===== config.mk =====
export PLATFORM = sky130hd
export DESIGN_NAME = dff_pipe_chain
export DESIGN_NICKNAME = d
export VERILOG_FILES = /design/src/rtl/dff_pipe_chain.sv
export SDC_FILE = /design/constraint.sdc
export NUM_CORES = 1
export LEC_CHECK = 0
export ABC_CLOCK_PERIOD_IN_PS = 6100
export BUFFER_PORTS_ARGS = -buffer_cell sky130_fd_sc_hd__buf_4
export CORE_ASPECT_RATIO = 1.2
export CORE_MARGIN = 8
export CORE_UTILIZATION = 45
export CTS_CLUSTER_SIZE = 28
export DETAILED_ROUTE_END_ITERATION = 10
export PLACE_DENSITY = 0.68
export SYNTH_ARGS = -nofsm -noshare
export SYNTH_HDL_FRONTEND = slang
export SYNTH_SLANG_ARGS = --single-unit

===== constraint.sdc =====
create_clock -name clk -period 6.1 [get_ports clk]
set_input_delay 1.22 -clock clk [delete_from_list [all_inputs] [get_ports clk]]
set_output_delay 1.22 -clock clk [all_outputs]
set_load 0.05 [all_outputs]

===== src/rtl/dff_pipe_chain.sv =====
// Parametrised delay line of DEPTH register stages with per-stage valid bits,
// stall enable, flush, a selectable tap and a registered occupancy count.
module dff_pipe_chain #(
    parameter int              WIDTH   = 8,
    parameter int              DEPTH   = 4,
    parameter logic [WIDTH-1:0] RST_VAL = '0,
    localparam int             TW      = (DEPTH > 1) ? $clog2(DEPTH) : 1,
    localparam int             CW      = $clog2(DEPTH + 1)
) (
    input  logic             clk,
    input  logic             rst,
    input  logic             en,
    input  logic             flush,
    input  logic [WIDTH-1:0] d,
    input  logic             d_valid,
    output logic [WIDTH-1:0] q,
    output logic             q_valid,
    input  logic [TW-1:0]    tap_sel,
    output logic [WIDTH-1:0] tap_q,
    output logic             tap_valid,
    output logic [CW-1:0]    occupancy
);

    logic [WIDTH-1:0] stage [DEPTH];
    logic [DEPTH-1:0] vld;
    logic [CW-1:0]    occ;

    always_ff @(posedge clk) begin
        if (rst) begin
            for (int i = 0; i < DEPTH; i++) begin
                stage[i] <= RST_VAL;
            end
            vld <= '0;
            occ <= '0;
        end else if (flush) begin
            vld <= '0;
            occ <= '0;
        end else if (en) begin
            stage[0] <= d;
            vld[0]   <= d_valid;
            for (int i = 1; i < DEPTH; i++) begin
                stage[i] <= stage[i-1];
                vld[i]   <= vld[i-1];
            end
            // One word enters and one leaves per shift, so occupancy moves by at most one.
            if (d_valid && !vld[DEPTH-1]) begin
                occ <= occ + CW'(1);
            end else if (!d_valid && vld[DEPTH-1]) begin
                occ <= occ - CW'(1);
            end
        end
    end

    assign q         = stage[DEPTH-1];
    assign q_valid   = vld[DEPTH-1];
    assign occupancy = occ;

    // Tap table padded to a power of two so every tap_sel code maps to a defined value.
    logic [WIDTH-1:0] tap_data [2**TW];
    logic [2**TW-1:0] tap_vld;

    for (genvar g = 0; g < 2**TW; g++) begin : g_tap
        if (g < DEPTH) begin : g_real
            assign tap_data[g] = stage[g];
            assign tap_vld[g]  = vld[g];
        end else begin : g_pad
            assign tap_data[g] = RST_VAL;
            assign tap_vld[g]  = 1'b0;
        end
    end

    assign tap_q     = tap_data[tap_sel];
    assign tap_valid = tap_vld[tap_sel];

endmodule


# Word-level counts from Yosys, hierarchy flattened
# Memory sizes are Yosys's and may differ from the RTL's.
# Cells that the tools add are included.
word_totals:
  reg_bits: 7
  ramBits: 32
  elab_cells: 36
  n_memories: 1
mem_list:
  columns: ["memory", "words", "width", "read_ports", "rd_clocked_by_memory_dff", "wr", "line", "source"]
  rows:
  - ["stage", 4, 8, 4, 0, 4, "24", "logic [WIDTH-1:0] stage [DEPTH];"]
classes:
  add_sub_neg: 2
  n_lt_le_gt_ge: 2
  mux: 17
  bitwise: 5
  reduce_logical: 7
op_table:
  columns: ["op", "count"]
  rows:
  - ["8-bit two-way mux", 6]
  - ["8-bit binary-select mux with 2-bit select", 1]
  - ["1-bit two-way mux", 7]
  - ["3-bit two-way mux", 2]
  - ["1-bit bitwise OR", 4]
  - ["3-bit by 1-bit adder with 3-bit output (second input constant)", 1]
  - ["3-bit >= comparator (second input constant)", 1]
  - ["2-bit by 3-bit < comparator with 1-bit output (second input constant)", 1]
  - ["2-bit inverter with 3-bit output", 1]
  - ["3-bit by 1-bit subtractor with 3-bit output (second input constant)", 1]
  - ["1-bit binary-select mux with 2-bit select", 1]
  - ["1-bit logical AND", 2]
  - ["1-bit logical NOT", 2]
  - ["2-bit AND reduction", 1]
  - ["2-bit nonzero test", 1]
  - ["2-bit OR reduction", 1]

# Logic depth before layout (Yosys ltp)
logic_depth:
  depth_word: 5
  mapped_depth: 7

# Worst setup path after synthesis
# Ideal clock, no wire load.
synth_path:
  path_type: "input to register"
  startpoint: "in en"
  endpoint: "mem stage[0][0] (enable)"
  setup_time_ns: 0.428
  t_arrival_ns: 3.014
  required_ns: 5.672
  path_slack_ns: 2.658
  path_stages: 3
  path_cell_list: "buf_2 -> inv_2 -> o21bai_1"
synth_rtl:
  columns: ["element", "line", "source"]
  rows:
  - ["start: declaration", "12", "input logic en,"]
  - ["end: declaration", "24", null]

# Final worst setup path
layout_path:
  startpoint: "in tap_sel[0]"
  endpoint: "out tap_valid"
layout_between:
  elab_chain_cells: 2
layout_rtl:
  columns: ["element", "line", "source"]
  rows:
  - ["start: declaration", "18", "input logic [TW-1:0] tap_sel,"]
  - ["1-bit binary-select mux with 2-bit select", "73", "assign tap_valid = tap_vld[tap_sel];"]
  - ["1-bit two-way mux (implied by the code)", "73", null]
  - ["end: declaration", "20", "output logic tap_valid,"]
# Every way passes these cells. The select of a mux whose other input is x is not followed.

==> results by group <==
Floorplanning
  • Std-Cell Rows: 25
  • Die Footprint: 6180 um^2
  • Initial Util: 0.458
  • Top Ports: 36
  • Die Width: 73.1 um
  • Core area: 3850 um^2
  • Die span in y: 84.5 um

Critical path
  • Crit path max fanout: 9
  • Critical Path RT: 4880 ps
  • Startpoint Class: primary input
  • WP data arrival: 2180 ps
  • Crit Path Class: in2out
  • CP endpoint kind: primary output

Power
  • Tot Pwr: 0.566 mW
  • Pwr/cell area: 266 nW/um^2
  • Comb power frac: 0.159
  • Sw Ratio: 0.262
  • Sequential share of power: 0.550
  • Psw: 0.148 mW
  • Leakage Power: 0.863 nW
  • Worst vdd ir: 0.116 mV
  • Power share of the clock group: 0.291
  • Internal power: 0.417 mW

Clock tree
  • Hold buffers post-CTS: 0
  • H-tree levels: 2
  • Num CTS Buffers: 5
  • Setup Buffers After CTS: 0
  • Root buffer cell: clkbuf_8
  • Clock insertion delay at the later pin of the skew report: 290 ps
  • Clock tree buffer depth: 2
  • Worst-path clk slew: 70 ps
  • CTS tree: done
  • Sink Count: 39
  • Post-cts sizing count: 0

Place
  • Cell Area, Placed: 2040 um^2
  • Dpl hpwl: 2.20 mm
  • Dpl cells: 196
  • PortBufs: 35
  • GP Congestion: 0.649

Logic synthesis
  • YS warnings: 0
  • Post-synthesis cell area: 1760 um^2
  • FF+latch count, synth: 39
  • Sequential area share after synthesis: 0.625
  • Net Count, Synth: 130
  • Synth cell types: 20
  • Avg Cell Area, Syn: 15.6 um^2
  • Post-synth top area cell: edfxtp_1
  • Dominant cells by area after synthesis: edfxtp_1 55%, mux4_2 12%, and2_1 11%
  • Yosys top cell area share: 0.545
  • Post-synthesis cell count: 113

Routing
  • Drt drc: 0
  • Mean routed wirelength per cell: 15.2 um
  • Post-DRT Antenna Nets: 0
  • Detailed Route Iter0 Violations: 71
  • DR vias: 977
  • Vias/cell: 4.79
  • DRT Wirelength: 3.09 mm
  • DRT Pass-1 Iters: 4

Run
  • Max-cap violations: 0

Hold path
  • Min-Delay Path Class: reg2reg

Cells and area
  • Fillers: 325
  • Share of layout cells above drive strength 1: 0.360
  • Sequential cell area: 1100 um^2
  • Post-Layout Cell Count: 204
  • Multi-input logic area: 591 um^2
  • Layout Utilization: 0.553
  • Layout Nets: 166
  • Area grow syn2layout: 20.7%
  • Ant diodes: 0
  • Post-route design area: 2130 um^2

STA
  • Final critical-path share of the clock period: 0.557
  • Worst Clk Skew: 6.35 ps
  • RSZ-0062 raised after global routing: false
  • Final setup violation count: 0
  • Peak Freq: 294 MHz
  • Tmin final: 3400 ps
  • Slew Viols, Final: 0
  • Final TNS setup: 0 ps
  • Rel. slew slack: 0.716
  • Hold Vio Cnt, Final: 0
  • Worst Max-Slew Pin Slew: 426 ps

Global routing
  • Global-route wire length before repair: 5.17 mm
  • Initial antenna violation count: 0
  • Total track usage: 0.110
  • Largest net degree at the start of global routing: 33
  • Final global-route overflow total: 0
  • Via count of the first global-routing pass: 1060

Run status
  • Status: finished clean
==> cell usage after synthesis <==
| master | count |
|---|---|
| a211oi_1 | 1 |
| a31o_1 | 1 |
| and2_1 | 32 |
| and2b_1 | 1 |
| buf_2 | 2 |
| buf_6 | 4 |
| clkbuf_1 | 1 |
| dfxtp_1 | 7 |
| edfxtp_1 | 32 |
| fa_1 | 1 |
| ha_1 | 1 |
| inv_1 | 3 |
| inv_2 | 1 |
| mux2i_1 | 5 |
| mux4_2 | 9 |
| nor2_1 | 7 |
| nor2_8 | 1 |
| o21bai_1 | 1 |
| or2_1 | 1 |
| xnor2_1 | 2 |
==> per-stage QoR <==
stage | hold WS (ps) | setup slack, ps
6_report | 544 | 2700
3_3_place_gp | 499 | 2690
2_1_floorplan | 477 | 2660
3_5_place_dp | 520 | 2700
5_1_grt | 564 | 2650
4_1_cts | 546 | 2690
==> routing by layer <==
layer / vias to the layer above / GRT usage / wire (um)
met2: 30 / 0.164 / 1480
met5: - / 0 / 0
met4: 0 / 0.0547 / 59
met1: 472 / 0.129 / 1280
met3: 6 / 0.0524 / 278
li1: 469 / - / -
==> cells by family (layout without fill, tap and decap cells) <==
logic type / after synthesis / in the layout / share of synthesized area
mux: 14 / 14 / 0.143
simple gates: 42 / 42 / 0.148
fa+ha+maj: 2 / 2 / 0.0185
flops: 39 / 39 / 0.625
compound gates: 3 / 3 / 0.0135
buf+inv: 11 / 48 / 0.0419
xor+xnor: 2 / 2 / 0.00994
==> worst max-delay path: stages <==
cell and delay (ps):
buf_4 200, mux4_2 540, buf_4 210
==> registers in the layout (all words and copies together) (netlist names) <==
register,count
occupancy,3
stage,32
tap_vld,4
==> area by class of cell <==
| type | instances | area share |
|---|---|---|
| inverter | 4 | 0.00706 |
| sequential | 39 | 0.518 |
| multi-input combinational | 63 | 0.278 |
| clock inverter | 1 | 0.00235 |
| tap | 54 | 0.0318 |
| clock buffer | 7 | 0.0359 |
| timing repair buffer | 36 | 0.127 |
==> final timing paths <==
kind	slack [ps]	depth (start not counted)	startpoint	to
worst max-delay path	2700	3	tap_sel[0]	tap_valid
worst max register to register	4460	7	tap_vld[3]$_SDFFE_PP0P_	occupancy[2]$_SDFFE_PP0P_
worst min register to register	540	2	tap_vld[1]$_SDFFE_PP0P_	tap_vld[1]$_SDFFE_PP0P_
worst min-delay path	540	2	tap_vld[1]$_SDFFE_PP0P_	tap_vld[1]$_SDFFE_PP0P_
==> power by group through the flow <==
stage / clock, mW / sequential [mW] / combinational [mW]
2_1_floorplan: 0 / 0.328 / 0.0527
3_3_place_gp: 0 / 0.316 / 0.0903
3_5_place_dp: 0 / 0.317 / 0.0912
4_1_cts: 0.172 / 0.311 / 0.0913
5_1_grt: 0.183 / 0.313 / 0.0951
6_report: 0.165 / 0.311 / 0.0898
==> cells in the final DEF, fill, tap and decap left out, types with 2 or more instances in the layout <==
cell      count
mux4_2        9
and2_1       32
xnor2_1       2
nor2_1        7
buf_4        36
mux2i_1       5
clkbuf_8      5
clkbuf_1      2
dfxtp_1       7
edfxtp_1     32
inv_1         3
No activity file was read; power rests on OpenSTA's default activity.
